`src/rtl/line_buffer_fifo_bank_pkg.sv`:
```
// Shared sizing for the three-row line buffer bank and the write/read FIFO control FSM.
// Both sides import this package so that their pointer and count widths stay in step.
package line_buffer_fifo_bank_pkg;

    localparam int LB_DATA_WIDTH = 16;
    localparam int LB_DEPTH      = 64;
    localparam int LB_NUM_FIFOS  = 3;
    localparam int LB_PTR_W      = (LB_DEPTH > 1) ? $clog2(LB_DEPTH) : 1;
    localparam int LB_CNT_W      = $clog2(LB_DEPTH + 1);

endpackage

```
`src/rtl/sync_fifo.sv`:
```
// One line-buffer row FIFO: memory, pointers, occupancy count, sticky error flags and
// a registered read port. A read is a single-cycle request; rd_vld marks the data it returns.
module sync_fifo
    import line_buffer_fifo_bank_pkg::*;
#(
    parameter int DATA_WIDTH = LB_DATA_WIDTH,
    parameter int DEPTH      = LB_DEPTH
) (
    input  logic                  clk1,
    input  logic                  rst_n,
    input  logic                  clr,
    input  logic                  err_clr,
    input  logic                  wr_en,
    input  logic                  rd_en,
    input  logic [DATA_WIDTH-1:0] din,
    output logic [DATA_WIDTH-1:0] dout,
    output logic                  rd_vld,
    output logic                  full,
    output logic                  empty,
    output logic                  ovf,
    output logic                  udf
);

    localparam int PTR_W = (DEPTH > 1) ? $clog2(DEPTH) : 1;
    localparam int CNT_W = $clog2(DEPTH + 1);
    localparam logic [PTR_W-1:0] PTR_LAST = PTR_W'(DEPTH - 1);
    localparam logic [CNT_W-1:0] CNT_FULL = CNT_W'(DEPTH);

    logic [DATA_WIDTH-1:0] mem [DEPTH];

    logic [PTR_W-1:0]      wr_ptr_q, wr_ptr_d;
    logic [PTR_W-1:0]      rd_ptr_q, rd_ptr_d;
    logic [CNT_W-1:0]      cnt_q, cnt_d;
    logic [DATA_WIDTH-1:0] dout_q, dout_d;
    logic                  rd_vld_q, rd_vld_d;
    logic                  ovf_q, ovf_d;
    logic                  udf_q, udf_d;

    logic wr_ok, rd_ok, ovf_evt, udf_evt;

    always_comb begin
        full  = (cnt_q == CNT_FULL);
        empty = (cnt_q == '0);

        // A full FIFO still takes a write when a read frees a slot in the same cycle;
        // an empty FIFO never forwards din straight to the read port.
        rd_ok   = rd_en & ~clr & ~empty;
        wr_ok   = wr_en & ~clr & (~full | rd_ok);
        ovf_evt = wr_en & ~clr & full & ~rd_ok;
        udf_evt = rd_en & ~clr & empty;
    end

    always_comb begin
        wr_ptr_d = wr_ptr_q;
        rd_ptr_d = rd_ptr_q;
        cnt_d    = cnt_q;
        dout_d   = dout_q;
        rd_vld_d = rd_ok;

        if (clr) begin
            wr_ptr_d = '0;
            rd_ptr_d = '0;
            cnt_d    = '0;
        end else begin
            if (wr_ok) begin
                wr_ptr_d = (wr_ptr_q == PTR_LAST) ? '0 : wr_ptr_q + PTR_W'(1);
            end
            if (rd_ok) begin
                rd_ptr_d = (rd_ptr_q == PTR_LAST) ? '0 : rd_ptr_q + PTR_W'(1);
                dout_d   = mem[rd_ptr_q];
            end
            case ({wr_ok, rd_ok})
                2'b10:   cnt_d = cnt_q + CNT_W'(1);
                2'b01:   cnt_d = cnt_q - CNT_W'(1);
                default: cnt_d = cnt_q;
            endcase
        end

        // A fresh error in the same cycle as err_clr keeps the flag set.
        ovf_d = (ovf_q & ~err_clr) | ovf_evt;
        udf_d = (udf_q & ~err_clr) | udf_evt;
    end

    always_ff @(posedge clk1) begin
        if (wr_ok) begin
            mem[wr_ptr_q] <= din;
        end
    end

    always_ff @(posedge clk1 or negedge rst_n) begin
        if (!rst_n) begin
            wr_ptr_q <= '0;
            rd_ptr_q <= '0;
            cnt_q    <= '0;
            dout_q   <= '0;
            rd_vld_q <= 1'b0;
            ovf_q    <= 1'b0;
            udf_q    <= 1'b0;
        end else begin
            wr_ptr_q <= wr_ptr_d;
            rd_ptr_q <= rd_ptr_d;
            cnt_q    <= cnt_d;
            dout_q   <= dout_d;
            rd_vld_q <= rd_vld_d;
            ovf_q    <= ovf_d;
            udf_q    <= udf_d;
        end
    end

    assign dout   = dout_q;
    assign rd_vld = rd_vld_q;
    assign ovf    = ovf_q;
    assign udf    = udf_q;

endmodule

```
`src/rtl/line_buffer_fifo_bank.sv`:
```
// Bank of three row FIFOs sharing one pixel input. Either side's flush request clears
// all three rows at once; everything else is per-row wiring.
module line_buffer_fifo_bank
    import line_buffer_fifo_bank_pkg::*;
#(
    parameter int DATA_WIDTH = LB_DATA_WIDTH,
    parameter int DEPTH      = LB_DEPTH
) (
    input  logic                  clk1,
    input  logic                  rst_n,
    input  logic                  wr_en_0,
    input  logic                  wr_en_1,
    input  logic                  wr_en_2,
    input  logic                  rd_en_0,
    input  logic                  rd_en_1,
    input  logic                  rd_en_2,
    input  logic                  wr_clr,
    input  logic                  rd_clr,
    input  logic                  err_clr,
    input  logic [DATA_WIDTH-1:0] din,
    output logic [DATA_WIDTH-1:0] dout_0,
    output logic [DATA_WIDTH-1:0] dout_1,
    output logic [DATA_WIDTH-1:0] dout_2,
    output logic                  rd_vld_0,
    output logic                  rd_vld_1,
    output logic                  rd_vld_2,
    output logic [2:0]            full,
    output logic [2:0]            empty,
    output logic [2:0]            ovf,
    output logic [2:0]            udf
);

    logic                  flush;
    logic [2:0]            wr_en_v;
    logic [2:0]            rd_en_v;
    logic [2:0]            rd_vld_v;
    logic [DATA_WIDTH-1:0] dout_v [LB_NUM_FIFOS];

    assign flush   = wr_clr | rd_clr;
    assign wr_en_v = {wr_en_2, wr_en_1, wr_en_0};
    assign rd_en_v = {rd_en_2, rd_en_1, rd_en_0};

    for (genvar i = 0; i < LB_NUM_FIFOS; i++) begin : g_fifo
        sync_fifo #(
            .DATA_WIDTH (DATA_WIDTH),
            .DEPTH      (DEPTH)
        ) u_fifo (
            .clk1    (clk1),
            .rst_n   (rst_n),
            .clr     (flush),
            .err_clr (err_clr),
            .wr_en   (wr_en_v[i]),
            .rd_en   (rd_en_v[i]),
            .din     (din),
            .dout    (dout_v[i]),
            .rd_vld  (rd_vld_v[i]),
            .full    (full[i]),
            .empty   (empty[i]),
            .ovf     (ovf[i]),
            .udf     (udf[i])
        );
    end

    assign dout_0   = dout_v[0];
    assign dout_1   = dout_v[1];
    assign dout_2   = dout_v[2];
    assign rd_vld_0 = rd_vld_v[0];
    assign rd_vld_1 = rd_vld_v[1];
    assign rd_vld_2 = rd_vld_v[2];

endmodule

```
`config.mk`:
```
export PLATFORM = sky130hd
export DESIGN_NAME = line_buffer_fifo_bank
export DESIGN_NICKNAME = d
export VERILOG_FILES = /design/src/rtl/line_buffer_fifo_bank_pkg.sv /design/src/rtl/sync_fifo.sv /design/src/rtl/line_buffer_fifo_bank.sv
export SDC_FILE = /design/constraint.sdc
export NUM_CORES = 2
export LEC_CHECK = 0
export CORE_UTILIZATION = 28
export DETAILED_ROUTE_END_ITERATION = 16
export PLACE_DENSITY_LB_ADDON = 0.25
export SLEW_MARGIN = 20
export SYNTH_ARGS = -nofsm -noshare
export SYNTH_HDL_FRONTEND = slang
export SYNTH_SLANG_ARGS = --single-unit
```
`constraint.sdc`:
```
create_clock -name clk1 -period 9.2 [get_ports clk1]
set_input_delay 2.3 -clock clk1 [delete_from_list [all_inputs] [get_ports clk1]]
set_output_delay 2.3 -clock clk1 [all_outputs]
set_load 0.01 [all_outputs]
```
# Word-level counts from Yosys, hierarchy flattened
# Memories as Yosys holds them, arrays and structs flattened. A register that Yosys moved wholly into a read port is not among the register bits.
# Cells that the tools add are included.
[totals]
register_bits = 66
ramBits = 3072
input_bits = 27
output_inout_bits = 63
wordCells = 144
memories = 3
[classes]
add_sub_neg = 12
eq_ne = 15
mux = 30
bitwise_logic = 48
reduce_logical = 18
[memory_table]
columns = ["memory", "words", "word_bits", "read_ports", "rd_clocked_by_memory_dff", "write_ports", "line_no", "text"]
rows = [
  ["g_fifo[0].u_fifo.mem", 64, 16, 1, 1, 1, "sync_fifo.sv:29", "logic [DATA_WIDTH-1:0] mem [DEPTH];"],
  ["g_fifo[1].u_fifo.mem", 64, 16, 1, 1, 1, "sync_fifo.sv:29", ""],
  ["g_fifo[2].u_fifo.mem", 64, 16, 1, 1, 1, "sync_fifo.sv:29", ""],
]
[ops]
columns = ["cell", "count"]
rows = [
  ["two-way mux 6 bit", 18],
  ["one-hot mux 7 bit (2 select lines)", 3],
  ["adder 6 x 1 -> 6 bit (second input constant)", 6],
  ["equality test 6 bit (second input constant)", 6],
  ["AND 1 bit", 27],
  ["adder 7 x 1 -> 7 bit (second input constant)", 3],
  ["equality test 7 bit (second input constant)", 3],
  ["logical NOT 7 bit", 3],
  ["two-way mux 7 bit", 3],
  ["subtractor 7 x 1 -> 7 bit (second input constant)", 3],
  ["nonzero test 2 bit", 6],
  ["NOT 1 bit", 11],
  ["bitwise OR 1 bit", 10],
  ["nonzero test 3 bit", 3],
  ["equality test 2 x 1 -> 1 bit (second input constant)", 3],
  ["equality test 2 bit (second input constant)", 3],
  ["two-way mux 1 bit", 6],
  ["AND reduction 2 bit", 3],
  ["logical NOT 1 bit", 3],
]

# Depth between registers and ports, before layout
[logic_depth]
word_depth = 9
depth_mapped = 14
mapped_depth_nobuf = 12

# By module
# Synthesis repeated with hierarchy kept, for this count alone.
[hier_totals]
cells_unflattened = 7044
hier_area_um2 = 124380.5
[by_module_without_submodules]
columns = ["module", "instances", "cells_each", "area_per_inst_um2", "seq_area_each_um2"]
rows = [
  ["sync_fifo at g_fifo[1].u_fifo ...", 2, 2350, 41457.3, 31700.4],
  ["sync_fifo at g_fifo[0].u_fifo", 1, 2343, 41459.8, 31700.4],
  ["line_buffer_fifo_bank", 1, 1, 6.3, 0.0],
]

# Least setup slack after synthesis
# No wires, ideal clock.
[synth_path]
kind = "input port to flip-flop"
from = "in rd_clr"
to = "reg g_fifo[2].u_fifo.cnt_q[6]"
setup_time_ns = 0.082
arrival_time_ns = 5.233
required_ns = 9.118
path_slack_ns = 3.885
path_stages = 13
n_path_buf = 3
cell_sequence = "or2_2 clkbuf_1 or3_4 buf_2 buf_1 nor2_1 ha_1 a21oi_1 o21bai_1 a21o_1 a211oi_1 mux2_2 a31oi_1"
[synth_between]
elab_chain_cells = 9
word_cells_on_any_way = 12
classes_between = "eq/ne: 2; mux: 2; bitwise: 7; reduce/logical: 1"
[synth_lines]
columns = ["element", "line_no", "text"]
rows = [
  ["start: declaration", "line_buffer_fifo_bank.sv:18", "input logic rd_clr,"],
  ["bitwise OR 1 bit (*)", "line_buffer_fifo_bank.sv:39", "assign flush = wr_clr | rd_clr;"],
  ["NOT 1 bit (no line)", "--", ""],
  ["AND 1 bit (2 in a row)", "sync_fifo.sv:47", "rd_ok = rd_en & ~clr & ~empty;"],
  ["bitwise OR 1 bit", "sync_fifo.sv:48", "wr_ok = wr_en & ~clr & (~full | rd_ok);"],
  ["AND 1 bit", "sync_fifo.sv:48", ""],
  ["equality test 2 x 1 -> 1 bit or equality test 2 bit (tied branches)", "sync_fifo.sv:72", "case ({wr_ok, rd_ok})"],
  ["one-hot mux 7 bit (2 select lines)", "sync_fifo.sv:72", ""],
  ["two-way mux 7 bit", "sync_fifo.sv:60", "if (clr) begin"],
  ["end signal: assignment", "sync_fifo.sv:102", "cnt_q <= cnt_d;"],
  ["end: declaration", "sync_fifo.sv:33", "logic [CNT_W-1:0] cnt_q, cnt_d;"],
]
# Mark *: on every way between the ends. The rest lies on a longest branch, timed or not.
# A chain may end at the register's enable or synchronous reset.

# Worst setup path in the final report
[layout_path]
from = "in wr_en_2"
to = "mem g_fifo[2].u_fifo.mem[50][13] in the netlist's numbering (enable)"
[layout_between]
elab_chain_cells = 4
[layout_lines]
columns = ["element", "line_no", "text"]
rows = [
  ["start: declaration", "line_buffer_fifo_bank.sv:13", "input logic wr_en_2,"],
  ["AND 1 bit (2 in a row)", "sync_fifo.sv:48", ""],
  ["two-way mux 1 bit", "sync_fifo.sv:85", "if (wr_ok) begin"],
  ["two-way mux 1 bit (not written as such)", "sync_fifo.sv:86", "mem[wr_ptr_q] <= din;"],
  ["end: declaration", "sync_fifo.sv:29", ""],
]
# Every way passes these cells.

==> flow_summary.yaml <==
grt:
  overflow: 0
  grtUsageMet3: 0.0184
  grt_max_degree: 138
  grt_pass1_vias: 59500
  antenna_found_initial: 10
  gr-usage-met1: 0.189
  grt_use_total: 0.137
  busiest_layer: "met2"
  use_met2: 0.230
  grt_pass1_wl_mm: 445
yosys:
  ys_ff_latch: 3186
  syn_area_um2: 123000
  synth.avg_cell_area_um2: 21.7
  synth-edff-count: 3072
  synth_nets: 5715
  ys_seq_area_frac: 0.773
  synthArstFlopShare: 0.0358
  synth-simple-area-share: 0.0231
  ys_warn_count: 0
  postSynthCellCount: 5664
  ys.flop_type: "edfxtp_1"
  synth_top_family_by_area: "multiplexers"
  synth_compound_area_frac: 0.0256
  synthAdderAreaFrac: 0.00262
  synth_xor_area_frac: 0.00171
  synth_cell_types: 64
  synth.mux.area_fraction: 0.161
route:
  viasPerCell: 4.76
  vias: 57500
  totalWireLength_mm: 310
  post_drt_wl_per_cell_um: 25.7
  detailedRoute.firstPassIterationCount: 5
  antenna_left: 0
  dr.first_iter.drc_count: 4907
  drcViolationCount: 0
layout:
  areaGrowthSynthToFinish_pct: 15.9
  layout_commonest_cell: "edfxtp_1"
  drive_gt1_frac: 0.256
  mostFrequentLayoutCells: "3072 x edfxtp_1, 785 x mux4_2, 348 x clkbuf_16"
  nFillCells: 41400
  final_cells: 12100
  fin_nets: 6081
floorplan:
  dieArea_um2: 442000
  core_um2: 438000
  die_y_um: 665
  ioPinCount: 90
  die_w_um: 665
  rows: 243
  start_util: 0.281
worst_setup_path:
  crit_path_start: "wr_en_2"
  cp.arrival_ns: 5.98
  cp_max_fo: 16
  reg2reg_from: "g_fifo[2].u_fifo.rd_ptr_q[1]"
  endpoint_kind: "register"
  worstSetupStartpointType: "primary input"
  critPathKind: "primary input to register"
  r2r_cells: 7
  crit_required_ns: 9.70
clock_tree:
  cts_setup_buffers: 0
  cts_root_buf: "clkbuf_16"
  cts_max_level: 5
  clockBufferDepth: 4
  insertion_delay_ns: 0.96
  cts_resized: 0
  cts_made_buffers: 341
  cts.sinks: 3186
  clkTransAtPathRegs_ns: 0.06
  hold_buffers: 0
  cts_tree: "done"
status:
  status: "complete, no violations"
timing:
  finalSetupTns_ns: 0
  period_needed_ns: 5.48
  clock.fmax_mhz: 182
  maxSlewViolCount: 0
  skew_ns: 0.0863
  rsz0062_at_grt: "false"
  setup_viol: 0
  hold_viol_final: 0
  fin_crit_sh: 0.596
  tightest_slew_ns: 1.16
  slew_headroom: 0.225
worst_hold_path:
  hp-class: "register to register"
  hp-start: "g_fifo[2].u_fifo.ovf"
  hold_path_depth: 2
power_and_ir_drop:
  cellPowerDensity_nw_per_um2: 212
  p_seq_frac: 0.534
  leakagePower_nw: 42.6
  intPower_mw: 23.9
  peakVddDrop_v: 0.000136
  p_sw_mw: 6.41
  clock_power_share: 0.433
  sw_frac_of_total: 0.212
  combPwrFrac: 0.033
placed_design:
  dp.cells: 11400
  dp_hpwl_mm: 180
  io_buffers: 89
  gp_congestion: 0.793
job:
  drv.max_cap_violation_count: 0
[cell usage after synthesis, types with 4 or more instances]
cell / instances / area share
a221oi_1: 9 / 0.00064
nand3b_1: 12 / 0.00073
clkbuf_1: 140 / 0.0043
ha_1: 21 / 0.0021
buf_6: 6 / 0.00055
o21ai_0: 56 / 0.0023
nor2_1: 264 / 0.0081
o22ai_1: 32 / 0.0016
a22oi_1: 204 / 0.012
nor4_1: 6 / 0.00031
buf_1: 38 / 0.0012
a21o_1: 10 / 0.00061
nand2_1: 198 / 0.0060
o31ai_1: 10 / 0.00061
o21bai_1: 4 / 0.00024
a211o_1: 6 / 0.00043
a221oi_2: 7 / 0.00085
xnor2_1: 9 / 0.00064
a31oi_1: 6 / 0.00031
and2_1: 5 / 0.00025
nand4_1: 7 / 0.00036
or2_2: 6 / 0.00031
buf_4: 24 / 0.0015
o211ai_1: 15 / 0.00092
nor3_1: 11 / 0.00045
buf_2: 121 / 0.0049
o32ai_1: 5 / 0.00036
edfxtp_1: 3072 / 0.75
inv_1: 17 / 0.00052
a211oi_1: 17 / 0.0010
a21oi_1: 48 / 0.0020
or3b_2: 18 / 0.0013
mux2i_1: 204 / 0.017
dfrtp_1: 114 / 0.023
mux4_2: 785 / 0.14
nand3_1: 44 / 0.0018
xor2_1: 15 / 0.0011
mux2_2: 11 / 0.0010
nor2b_1: 31 / 0.0016
and3_1: 12 / 0.00061
nand2b_1: 4 / 0.00020
[cell families after synthesis]
kind of cell,after synthesis
xor gates and xnor gates,24
DFF,3186
adders and majority gates,24
muxes,1000
and+or+nand+nor,635
AOI/OAI and AO/OA,446
buffers and inverters,349
[worst paths after layout]
| check | endpoint | slack (ns) |
|---|---|---|
| setup / recovery | g_fifo[2].u_fifo.mem[50][13] | 3.72 |
| hold reg to reg | g_fifo[2].u_fifo.ovf | 0.51 |
| setup reg to reg | g_fifo[2].u_fifo.dout[11] | 5.15 |
| min in group asynchronous | g_fifo[2].u_fifo.dout[7] | 1.49 |
| hold / removal | g_fifo[2].u_fifo.ovf | 0.51 |
| max in group asynchronous | g_fifo[0].u_fifo.rd_ptr_q[3] | 6.26 |
[power by group through the flow]
stage	clock network (mW)	registers [mW]	logic, mW
2_1_floorplan	0	16.4	0.368
3_3_place_gp	0	16.5	0.997
3_5_place_dp	0	16.5	1.02
4_1_cts	13.5	16.2	1.02
5_1_grt	14.0	16.2	1.07
6_report	13.1	16.2	0.987
[worst max-delay path: stages]
cell	delay [ns]
clkdlybuf4s50_1	0.60
or3b_2	0.51
a41oi_1	0.71
buf_4	0.30
nor2b_1	0.32
nand2_1	0.36
nor2_2	0.86
[registers in the layout, indices dropped and copies added (netlist names)]
register and count:
g_fifo.u_fifo.mem 3072, g_fifo.u_fifo.wr_ptr_q 18, g_fifo.u_fifo.dout 48, g_fifo.u_fifo.rd_vld 3
g_fifo.u_fifo.cnt_q 21, g_fifo.u_fifo.ovf 3, g_fifo.u_fifo.udf 3, g_fifo.u_fifo.rd_ptr_q 18
[per-stage QoR]
stage          utilization  worst slack (ns)  instance area, um^2  hold slack (ns)  power, mW
6_report             0.326              3.72               143000            0.508       30.3
5_1_grt              0.326              3.57               143000            0.538       31.2
4_1_cts              0.325              3.61               142000            0.512       30.7
3_5_place_dp         0.301              2.69               132000            0.495       17.5
3_3_place_gp         0.301              2.77               132000            0.495       17.5
2_1_floorplan            -              3.88               123000            0.452       16.8
[metal layers]
metal	up-vias	wire, um
met5	-	0
li1	24500	-
met2	1349	154000
met3	392	13600
met1	31300	136000
met4	0	7220
[final cells by class]
| class | count | area (um^2) | share of cell area |
|---|---|---|---|
| repair buffers | 352 | 3090 | 0.0217 |
| clock inverters | 176 | 1420 | 0.00999 |
| diodes | 7 | 17.5 | 0.000123 |
| inverters | 20 | 75.1 | 0.000527 |
| well taps | 5757 | 7200 | 0.0505 |
| clock buffers | 440 | 9190 | 0.0645 |
| flip-flops and latches | 3186 | 95100 | 0.667 |
| multi-input cells | 2129 | 26400 | 0.185 |
No activity file was read; power rests on OpenSTA's default activity.
